===== src/rtl/mux_scan_pkg.sv =====
// Shared types and constants for the 8-channel mux scanner.
package mux_scan_pkg;

    localparam int unsigned CH_COUNT = 8;
    localparam int unsigned IDX_W    = 3;

    typedef enum logic [1:0] {
        IDLE = 2'd0,
        SCAN = 2'd1,
        DONE = 2'd2
    } state_t;

    // Dwell counter width: clog2(dwell), never less than one bit.
    function automatic int unsigned dc_width(input int unsigned dwell);
        return (dwell > 1) ? $clog2(dwell) : 1;
    endfunction

endpackage


===== src/rtl/mux_scan_8.sv =====
// Steps an external 8:1 mux through all channels, samples its output into a
// shadow register, and publishes each completed scan on data with a valid strobe.
module mux_scan_8
    import mux_scan_pkg::*;
#(
    parameter int unsigned DWELL = 1
) (
    input  logic                clk,
    input  logic                rst_n,
    input  logic                start,
    input  logic                cont,
    input  logic                m,
    output logic                s0,
    output logic                s1,
    output logic                s2,
    output logic [CH_COUNT-1:0] data,
    output logic                valid,
    output logic                busy
);

    localparam int unsigned DC_W = dc_width(DWELL);

    state_t              state_q, state_d;
    logic [IDX_W-1:0]    idx_q, idx_d;
    logic [DC_W-1:0]     dc_q, dc_d;
    logic [CH_COUNT-1:0] shadow_q, shadow_d;
    logic [CH_COUNT-1:0] data_q, data_d;
    logic [IDX_W-1:0]    sel_q, sel_d;
    logic                valid_q, valid_d;
    logic                busy_q, busy_d;

    // Next-state, counters, capture and registered-output values.
    always_comb begin
        state_d  = state_q;
        idx_d    = idx_q;
        dc_d     = dc_q;
        shadow_d = shadow_q;
        data_d   = data_q;
        case (state_q)
            SCAN: begin
                if (dc_q == DC_W'(DWELL - 1)) begin
                    dc_d            = '0;
                    shadow_d[idx_q] = m;
                    if (idx_q == IDX_W'(CH_COUNT - 1)) begin
                        state_d = DONE;
                        // Last channel goes straight to data; shadow bit 7 is not yet valid.
                        data_d  = {m, shadow_q[CH_COUNT-2:0]};
                    end else begin
                        idx_d = idx_q + IDX_W'(1);
                    end
                end else begin
                    dc_d = dc_q + DC_W'(1);
                end
            end
            DONE: begin
                if (start || cont) begin
                    state_d = SCAN;
                    idx_d   = '0;
                    dc_d    = '0;
                end else begin
                    state_d = IDLE;
                end
            end
            default: begin
                // IDLE and the unused encoding behave identically.
                if (start || cont) begin
                    state_d = SCAN;
                    idx_d   = '0;
                    dc_d    = '0;
                end else begin
                    state_d = IDLE;
                end
            end
        endcase
        valid_d = (state_d == DONE);
        busy_d  = (state_d != IDLE);
        sel_d   = (state_d == SCAN) ? idx_d : '0;
    end

    // State and output registers.
    always_ff @(posedge clk or negedge rst_n) begin
        if (!rst_n) begin
            state_q  <= IDLE;
            idx_q    <= '0;
            dc_q     <= '0;
            shadow_q <= '0;
            data_q   <= '0;
            sel_q    <= '0;
            valid_q  <= 1'b0;
            busy_q   <= 1'b0;
        end else begin
            state_q  <= state_d;
            idx_q    <= idx_d;
            dc_q     <= dc_d;
            shadow_q <= shadow_d;
            data_q   <= data_d;
            sel_q    <= sel_d;
            valid_q  <= valid_d;
            busy_q   <= busy_d;
        end
    end

    assign s0    = sel_q[2];
    assign s1    = sel_q[1];
    assign s2    = sel_q[0];
    assign data  = data_q;
    assign valid = valid_q;
    assign busy  = busy_q;

endmodule

===== config.mk =====
export PLATFORM = sky130hd
export DESIGN_NAME = mux_scan_8
export DESIGN_NICKNAME = d
export VERILOG_FILES = /design/src/rtl/mux_scan_pkg.sv /design/src/rtl/mux_scan_8.sv
export SDC_FILE = /design/constraint.sdc
export NUM_CORES = 1
export LEC_CHECK = 0
export BUFFER_PORTS_ARGS = -buffer_cell sky130_fd_sc_hd__buf_2
export CAP_MARGIN = 5
export CORE_MARGIN = 1.5
export CORE_UTILIZATION = 52
export DETAILED_ROUTE_END_ITERATION = 8
export PLACE_DENSITY = 0.77
export SLEW_MARGIN = 40
export SYNTH_ARGS = -nofsm -noshare
export SYNTH_HDL_FRONTEND = slang
export SYNTH_SLANG_ARGS = --single-unit

===== constraint.sdc =====
create_clock -name clk -period 1.69 [get_ports clk]
set_clock_uncertainty 0.05 [all_clocks]
set_input_delay 0.2535 -clock clk [delete_from_list [all_inputs] [get_ports clk]]
set_output_delay 0.2535 -clock clk [all_outputs]
set_load 0.02 [all_outputs]

# Word level (Yosys, flattened, before mapping)
# Cells that the tools add are included.
# totals
reg_bits	27
inputBits	5
output_inout_bits	13
wordCells	38
# classes
add_sub_neg	2
magnitude_cmp	2
eq_ne	4
n_mux	15
bitwise_logic	1
n_reduce_logical	6
# ops
cell	n
two-way mux 3 bit	5
bitwise mux 8 bit	1
two-way mux 2 bit	3
two-way mux 1 bit	5
== test 2 x 1 -> 1 bit, second input constant	2
< comparator 3 x 4 -> 1 bit, second input constant	1
nonzero test 2 bit	2
adder 3 x 1 -> 3 bit, second input constant	1
demux 1 bit (select 3 bit)	1
== test 3 bit, second input constant	1
>= comparator 3 x 1 -> 1 bit, second input constant	1
AND reduction 3 bit	1
== test 2 bit, second input constant	1
AND reduction 2 bit	1
adder 1 bit, second input constant	1
logical AND 1 bit	1
logical OR 1 bit	1
NOT 1 bit	1

# Depth between registers and ports, before layout
# Gate-level depths: netlist of the first run.
# depth
ltp_word	6
depth_mapped	5
ltp_nobuf	4

# Worst setup path after synthesis of the first run
# No wires, ideal clock.
# synth_path
path_kind	register -> register
from	register idx_q[0]
to	register data_q[1], in the netlist data[1]
setup_time_ns	0.128
t_arrival_ns	1.274
required_time_ns	1.512
path_slack_ns	0.239
stages_incl_launch_ff	5
path_buffers	1
period_less_slack_ns	1.451
cell_sequence	dfrtp_1 ha_1 nand4b_1 buf_4 mux2_1
# synth_between
elab_chain_cells	2
# synth_lines
item	line_no	text
from (decl)	mux_scan_8.sv:24	logic [IDX_W-1:0] idx_q, idx_d;
from (signal assigned)	mux_scan_8.sv:93	idx_q <= idx_d;
== test 3 bit	mux_scan_8.sv:44	if (idx_q == IDX_W'(CH_COUNT - 1)) begin
AND reduction 3 bit (no line)	--	
to (signal assigned)	mux_scan_8.sv:96	data_q <= data_d;
to (decl)	mux_scan_8.sv:27	logic [CH_COUNT-1:0] data_q, data_d;
# Every way passes these cells.
# A chain may end at the register's enable or synchronous reset.

# Worst setup path in the final report of the first run
# layout_path
from	register idx_q[1]
to	register data_q[3], in the netlist data[3]
# Same word-level chain as after synthesis.

==> key figures, run 1 <==
Cells and area
  – Share of cells above drive strength 1: 0.3226
  – Post-Layout Cell Count: 118
  – Commonest non-fill, non-tap cells in the layout: 25 x dfrtp_1, 17 x buf_2, 10 x mux2_1, 5 x nor2_1, 5 x mux2_2
  – Area delta synth->final: 16.08%
  – Commonest non-fill, non-tap cell in the layout: dfrtp_1
  – N_diodes: 0
  – Fin nets: 100

Synthesis
  – Post-synth net total: 77
  – Avg Synthesized Cell Area: 13.92 um^2
  – Yosys warns: 0
  – FFs w/ async S/R, synth: 1.000
  – Register area share after synthesis: 0.6329
  – Synthesized flop and latch total: 25
  – Synthesized area: 988.4 um^2
  – EDFF count, synth: 0
  – Synth cell types: 21
  – Synth Instances: 71
  – Most used flip-flop cell after synthesis: dfrtp_1

Hold path
  – Worst hold endpoint: busy
  – Hold path depth: 3
  – Hold WC Path Type: in2reg
  – Hold Crit Start: start

Route
  – DR vias/cell: 5.144
  – Vias post-DR: 607
  – DRC viols: 0
  – Routed Antenna Nets: 0
  – Iter 0 DRT Violations: 8
  – Total Routed Length: 1.583 mm
  – Detailed Routing Iterations Pass 1: 3
  – WL/cell: 13.42 um

STA
  – Slew Limit Fails: 0
  – Worst slew pin tran: 0.5280 ns
  – Final setup viols: 0
  – Final Cycle Share: 0.9183
  – F_max: 644.3 MHz
  – Final Critical Period: 1.552 ns
  – Setup TNS: 0 ns
  – Final Hold Fails: 0
  – Slew HR: 0.6480
  – RSZ-0062 raised after global routing: false

Power
  – P_int: 1449 uW
  – Clock Power Share: 0.113
  – Pwr dens: 2050 nW/um^2
  – Switching share of power: 0.3840
  – Psw: 903.2 uW
  – Sequential power share: 0.461
  – Comb power frac: 0.426
  – VDD IR max: 1055 uV
  – LEAKAGE: 0.0005466 uW

Clock tree
  – Post-CTS sizing: 0
  – H-tree lvl count: 1
  – Total CTS buffers: 3
  – Root buf cell: clkbuf_4
  – Num Clock Sinks: 25
  – Clock tree buffer depth: 2
  – Worst skew pair latency: 0.32 ns
  – Hold_buf cts: 1
  – Post-CTS Setup Bufs: 0
  – Clk slew on worst S/H paths: 0.14 ns
  – TritonCTS clock tree: yes

Floorplanning
  – Die width: 46.60 um
  – FP Rows: 15
  – Die Footprint: 2172 um^2
  – Die Height: 46.60 um
  – Core ar.: 1764 um^2
  – Initial core utilization: 0.5603
  – Io pins: 18

Setup path
  – R2R Setup Slk: 0.14 ns
  – R2R depth: 4
  – CP Buf/Inv Count: 1
  – CP max FO: 8
  – CP Cell Sequence: ha_1 -> nand4b_1 -> buf_4 -> mux2_1
  – Required time worst endpoint: 1.85 ns
  – Worst setup SP type: flip-flop
  – Worst stage delay on the critical path: 0.48 ns
  – Slowest cell on crit path: dfrtp_1
  – Critical Path End Type: flip-flop
  – Worst reg2reg path endpoint: data[3]
  – R2r startpoint: idx_q[1]
  – Critical path's top delay family: flip-flops
  – Crit path kind: reg2reg
  – WP data arrival: 1.71 ns

Outcome
  – Outcome: complete, no violations

Place
  – DP Cell Count: 113
  – DP HPWL: 1.140 mm
  – Port bufs: 17
  – Routability cong.: 0.7621

Global routing
  – Congestion Overflow GR: 0
  – Tot GR Track Use: 0.1754
  – First-pass GRT wire length: 2.518 mm
  – Largest net degree at the start of global routing: 26
  – Antenna violations before repair: 0
  – Vias in the first global route: 558

Run
  – Max-cap violation count: 0
state kept, by name (all words and copies together) (netlist names):
| register | count |
|---|---|
| shadow_q | 7 |
| busy | 1 |
| data | 8 |
| valid | 1 |
| sel_q | 3 |
| state_q | 2 |
| idx_q | 3 |
worst min-delay path: cells and delay by family:
kind	cells	cell delay [ns]
AND/OR/NAND/NOR	2	0.11
buffers and inverters	1	0.10
layout make-up:
type                    count  area (um^2)
clock buffers               3        22.52
fillers                   150        616.8
repair buffers             20        110.1
multi-input cells          41        339.1
flip-flops and latches     25        625.6
clock inverters             1        7.507
well taps                  25        31.28
inverters                   3        11.26
per-stage QoR:
stage          worst slack (ns)  cell area [um^2]  hold slack [ns]  utilization  power [uW]
6_report                 0.1380              1147           0.1111       0.6504        2352
4_1_cts                  0.1328              1147           0.1007       0.6504        2389
5_1_grt                0.005214              1147           0.1120       0.6504        2546
3_5_place_dp             0.1702              1107           0.2128       0.6277        2107
3_3_place_gp             0.2169              1107           0.2062       0.6277        2065
2_1_floorplan            0.2388             988.4         -0.09209            -        1800
how the worst max path moves through the flow:
stage                  start      end  slack [ns]  depth (start not counted)
floorplan           idx_q[0]  data[1]        0.24                          4
global placement    idx_q[0]  data[0]        0.22                          4
detailed placement  idx_q[0]  data[5]        0.17                          4
CTS                 idx_q[1]  data[5]        0.13                          4
global route        idx_q[1]  data[6]       0.005                          4
finish              idx_q[1]  data[3]        0.14                          4
synthesized netlist by cell type (2+ instances only):
cell	instances	area share
nand3b_1	2	0.015
mux2_2	5	0.057
nand2_1	3	0.011
dfrtp_1	25	0.63
mux2_1	10	0.11
nand3_1	2	0.010
a21o_1	2	0.015
nor2_1	5	0.019
inv_1	3	0.011
nand4b_1	3	0.027
power groups by stage:
stage	combinational (uW)	sequential [uW]	clock [uW]
final	1000	1080	266
after global routing	1110	1140	297
after CTS	1020	1090	280
after detailed placement	1010	1100	0
after global placement	980	1080	0
after floorplan	576	1220	0
cell families after synthesis:
| group | share of synthesized area |
|---|---|
| compound gates | 0.02784 |
| xor+xnor | 0.008862 |
| fa+ha+maj | 0.01266 |
| buf+inv | 0.02405 |
| flops | 0.6329 |
| mux | 0.1709 |
| simple gates | 0.1228 |
layer usage:
metal	vias to the layer above	GRT usage	share of wire
met5	-	0	0
met4	0	0.1200	0.028
met3	4	0.03529	0.038
met2	15	0.2639	0.48
met1	299	0.2244	0.45
li1	289	-	-
(Power assumes the default switching activity.)
==> run 2: changes to the inputs <==
Settings changed: ABC_AREA set to 1, CORE_UTILIZATION 52 to 30, PLACE_DENSITY 0.77 to 0.5.
==> run 2 against run 1 <==
Against the previous run:
- worst setup slack improved by 0.11 ns
- die area rose by 82%
- critical path depth rose by 2
==> key figures, run 2 <==
Outcome
  – Outcome: complete, no violations

Power
  – VDD IR max: 627.2 uV
  – PnR Total Power: 2538 uW
  – LEAKAGE: 0.0006738 uW
  – Pwr dens: 2047 nW/um^2

Hold path
  – Hold WC Path Type: in2reg

STA
  – Final setup viols: 0
  – Final WS setup: 0.2431 ns
  – Slew HR: 0.6386
  – F_max: 691.1 MHz
  – Setup TNS: 0 ns
  – RSZ-0062 raised after global routing: false
  – Slew Limit Fails: 0
  – Final Cycle Share: 0.8561
  – Worst slew pin tran: 0.5421 ns
  – Final Critical Period: 1.447 ns
  – Final Hold Fails: 0

Setup path
  – CP max FO: 9
  – Crit path kind: reg2reg
  – Required time worst endpoint: 1.89 ns
  – Worst stage delay on the critical path: 0.46 ns
  – Slowest cell on crit path: dfrtp_1
  – Critical Path End Type: flip-flop
  – CP dominant cell by count: nand2_1
  – Worst setup SP type: flip-flop
  – WP data arrival: 1.65 ns
  – CP Cell Sequence: ha_1 -> nand2_4 -> nor2_4 -> buf_4 -> nand2_1 -> nand2_1

Floorplanning
  – Die Height: 62.86 um
  – FP Rows: 21
  – Core ar.: 3390 um^2
  – Die width: 62.86 um
  – Initial core utilization: 0.3171
  – Io pins: 18
  – Die Footprint: 3951 um^2

Cells and area
  – Area delta synth->final: 15.37%
  – Share of cells above drive strength 1: 0.2014
  – Commonest non-fill, non-tap cell in the layout: nand2_1
  – N_diodes: 0
  – Post-Layout Cell Count: 190
  – Fin nets: 151
  – Commonest non-fill, non-tap cells in the layout: 52 x nand2_1, 25 x dfrtp_1, 17 x buf_2, 13 x nand3_1, 10 x nor2_1
  – Max reg flops: 8

Clock tree
  – Total CTS buffers: 3
  – Num Clock Sinks: 25
  – Hold_buf cts: 1
  – Worst skew pair latency: 0.30 ns
  – Post-CTS Setup Bufs: 0
  – H-tree lvl count: 1
  – Root buf cell: clkbuf_4
  – Clock tree buffer depth: 2
  – Clk slew on worst S/H paths: 0.12 ns
  – TritonCTS clock tree: yes
  – Post-CTS sizing: 0

Synthesis
  – Yosys top cell area share: 0.5821
  – Synth area leaders: dfrtp_1 58%, nand2_1 18%, nand3_1 6.1%
  – Post-synth top cells: 52 x nand2_1, 25 x dfrtp_1, 13 x nand3_1
  – Post-synth net total: 130
  – Register area share after synthesis: 0.5821
  – FFs w/ async S/R, synth: 1.000
  – Area leader, netlist: dfrtp_1
  – EDFF count, synth: 0
  – Synth cell types: 18
  – Synthesized area: 1075 um^2
  – Synth Instances: 124
  – Synthesized flop and latch total: 25
  – Yosys warns: 0
  – Most used flip-flop cell after synthesis: dfrtp_1
  – Count leader, synth: nand2_1
  – Avg Synthesized Cell Area: 8.668 um^2

Route
  – Detailed Routing Iterations Pass 1: 4
  – Total Routed Length: 2.058 mm
  – Iter 0 DRT Violations: 40
  – WL/cell: 10.83 um
  – Routed Antenna Nets: 0
  – DR vias/cell: 4.305
  – DRC viols: 0
  – Vias post-DR: 818

Place
  – Pre-CTS WS: 0.2556 ns
  – Routability cong.: 0.7700
  – DP Cell Count: 185
  – DP HPWL: 1.540 mm
  – Port bufs: 17

Global routing
  – Antenna violations before repair: 0
  – First-pass GRT wire length: 3.739 mm
  – Tot GR Track Use: 0.1217
  – Largest net degree at the start of global routing: 26
  – Vias in the first global route: 816
  – Congestion Overflow GR: 0

Run
  – Max-cap violation count: 0
## run 2: cell types whose count changed after synthesis, sizes merged, moves of 3 or more
cell    before  now
nand4b       3    0
inv          3    8
nand3        2   13
o21ai        0    4
nor2         5   12
mux2        15    0
nand2        3   54
## run 2: path summary, 6_finish.rpt
check | start | end | slack, ns | cells past startpoint
max | idx_q[1] | data[5] | 0.24 | 6
min | start | busy | 0.17 | 3
max reg2reg | idx_q[1] | data[5] | 0.24 | 6
min reg2reg | data[4] | data[4] | 0.44 | 2
max in group asynchronous | rst_n | data[5] | 0.84 | 2
min in group asynchronous | rst_n | shadow_q[5] | 0.39 | 2
## run 2: area by class of cell
cell class / instances / area (um^2)
multi-input combinational: 87 / 390.4
clock buffer: 4 / 26.28
tap: 46 / 57.56
inverter: 8 / 30.03
fill: 356 / 2150
sequential: 25 / 625.6
timing repair buffer: 20 / 110.1
## run 2: report_power, final
part	switching (uW)	internal (uW)	total (uW)
logic	821	407	1230
clock network	162	92.1	254
registers	175	882	1060
## run 2: cell families after synthesis
family | count (synthesis) | share of synthesized area
AOI/OAI and AO/OA | 5 | 0.02677
and+or+nand+nor | 81 | 0.3248
adders and majority gates | 1 | 0.01164
buffers and inverters | 12 | 0.05472
DFF | 25 | 0.5821
## run 2: stage by stage
step | hold slack, ns | util | cell area, um^2
finish | 0.1659 | 0.3658 | 1240
floorplan | -0.09209 | - | 1075
detailed placement | 0.2319 | 0.3551 | 1204
global placement | 0.2244 | 0.3551 | 1204
global route | 0.1728 | 0.3658 | 1240
CTS | 0.1507 | 0.3658 | 1240
## run 2: routing by layer
layer	wire (um)	vias to the layer above	track usage
li1	-	427	-
met1	1032	378	0.1625
met2	953	11	0.1909
met3	53	2	0.02162
met4	19	0	0.05833
met5	0	-	0
## run 2: critical path: cells and delay by family, from the launching register on
family	cells	cell delay (ns)
simple gates	4	0.44
fa+ha+maj	1	0.28
buf+inv	1	0.17
flops	1	0.46
==> run 3: changes to the inputs <==
Settings changed: PLACE_DENSITY 0.5 to unset, PLACE_DENSITY_LB_ADDON set to 0.2.
==> run 3 against run 2 <==
Against the previous run:
- sequential share of layout area is 0.35 points lower
- clock-buffer cell count is 1 lower
- register-to-register slack better by 0.12 ns
- largest power group unchanged
- power hardly changed
- cell count is 0.53% higher
- clock power is 2% higher
- critical path type unchanged
- non-clock buffer count is 1 higher
==> key figures, run 3 (synthesized netlist as in run 2, its figures left out) <==
Outcome
  – Outcome: complete, no violations

STA
  – Final Critical Period: 1.331 ns
  – Final Cycle Share: 0.7874
  – Final setup viols: 0
  – Final Hold Fails: 0
  – Setup TNS: 0 ns
  – Slew HR: 0.6394
  – Fin Hold WS: 0.1741 ns
  – RSZ-0062 raised after global routing: false
  – F_max: 751.5 MHz
  – Worst slew pin tran: 0.5409 ns
  – Final WS setup: 0.3593 ns
  – Slew Limit Fails: 0

Power
  – VDD IR max: 708.0 uV
  – LEAKAGE: 0.0006815 uW
  – Pwr dens: 2032 nW/um^2
  – Comb power frac: 0.486
  – Switching share of power: 0.4513
  – P_int: 1392 uW
  – Clock Power Share: 0.102
  – Psw: 1145 uW
  – Sequential power share: 0.412

Place
  – DP Cell Count: 186
  – Pre-CTS WS: 0.3546 ns
  – Port bufs: 17
  – DP HPWL: 1.442 mm
  – Routability cong.: 0.7419

Setup path
  – R2r startpoint: idx_q[0]
  – Critical Path End Type: flip-flop
  – R2R Setup Slk: 0.36 ns
  – CP max FO: 7
  – WP data arrival: 1.55 ns
  – R2R depth: 6
  – Worst reg2reg path endpoint: data[6]
  – Crit path kind: reg2reg
  – Worst setup SP type: flip-flop
  – Required time worst endpoint: 1.90 ns

Clock tree
  – Clock tree buffer depth: 2
  – Root buf cell: clkbuf_4
  – Clk slew on worst S/H paths: 0.14 ns
  – Post-CTS sizing: 0
  – Total CTS buffers: 3
  – Num Clock Sinks: 25
  – Hold_buf cts: 1
  – Post-CTS Setup Bufs: 0
  – H-tree lvl count: 1
  – TritonCTS clock tree: yes
  – Worst skew pair latency: 0.31 ns

Cells and area
  – Share of cells above drive strength 1: 0.2138
  – Max reg flops: 8
  – N_diodes: 0
  – Fillers: 362
  – Area delta synth->final: 16.18%
  – Commonest non-fill, non-tap cell in the layout: nand2_1
  – Reg area: 625.6 um^2
  – Post-Layout Cell Count: 191
  – Multi-input combinational cell area: 390.4 um^2
  – Commonest non-fill, non-tap cells in the layout: 52 x nand2_1, 25 x dfrtp_1, 17 x buf_2, 13 x nand3_1, 10 x nor2_1
  – Post-layout util: 0.3684
  – Fin nets: 152

Floorplanning
  – Io pins: 18
  – Die Height: 62.86 um
  – Initial core utilization: 0.3171
  – Die Footprint: 3951 um^2
  – Core ar.: 3390 um^2
  – Die width: 62.86 um
  – FP Rows: 21

Route
  – DRC viols: 0
  – DR vias/cell: 4.272
  – Total Routed Length: 1.946 mm
  – Routed Antenna Nets: 0
  – WL/cell: 10.19 um
  – Iter 0 DRT Violations: 30
  – Detailed Routing Iterations Pass 1: 4
  – Vias post-DR: 816

Global routing
  – Congestion Overflow GR: 0
  – Largest net degree at the start of global routing: 26
  – Tot GR Track Use: 0.1126
  – Antenna violations before repair: 0
  – First-pass GRT wire length: 3.567 mm
  – Vias in the first global route: 817

Hold path
  – Hold path depth: 3
  – Hold Crit Start: start
  – Worst hold endpoint: busy
  – Hold WC Path Type: in2reg

Run
  – Max-cap violation count: 0
run 3: cell count changes in the layout (fill, tap and decap cells not counted), sizes merged:
cell    previous run  this run
clkinv             0         1
clkbuf             4         3
buf               19        20
run 3: cell type report:
class,instances,share of cell area
clock buffer,3,0.01804
clock inverter,1,0.004008
inverter,8,0.02405
multi-input combinational,87,0.3126
sequential,25,0.5010
tap,46,0.04609
timing repair buffer,21,0.09419
run 3: power groups by stage:
| stage | clock network, uW | registers [uW] | logic, uW |
|---|---|---|---|
| floorplan | 0 | 1200 | 773 |
| global placement | 0 | 1050 | 1250 |
| detailed placement | 0 | 1060 | 1250 |
| CTS | 277 | 1050 | 1260 |
| global route | 299 | 1080 | 1420 |
| finish | 258 | 1050 | 1230 |
run 3: per-stage QoR:
stage / power (uW) / cell area [um^2]
after global placement: 2306 / 1211
final: 2537 / 1249
after CTS: 2586 / 1249
after detailed placement: 2316 / 1211
after floorplan: 1969 / 1075
after global routing: 2801 / 1249
run 3: worst max path at each step:
stage              from       to  slack, ns
2_1_floorplan  idx_q[1]  data[7]       0.49
3_3_place_gp   idx_q[0]  data[6]       0.43
3_5_place_dp   idx_q[0]  data[4]       0.35
4_1_cts        idx_q[0]  data[6]       0.34
5_1_grt        idx_q[1]  data[4]       0.25
6_report       idx_q[0]  data[6]       0.36
run 3: per-layer routing:
metal  routed length (um)  GRT usage
met1                  965     0.1445
met2                  900     0.1828
met3                   58    0.02342
met4                   22    0.05000
met5                    0          0
run 3: critical path, stage by stage, from the launching register on:
cell     delay (ns)
dfrtp_1        0.38
ha_1           0.25
nand2_4        0.10
nor2_4         0.22
buf_4          0.17
nand2_1        0.05
nand2_1        0.06
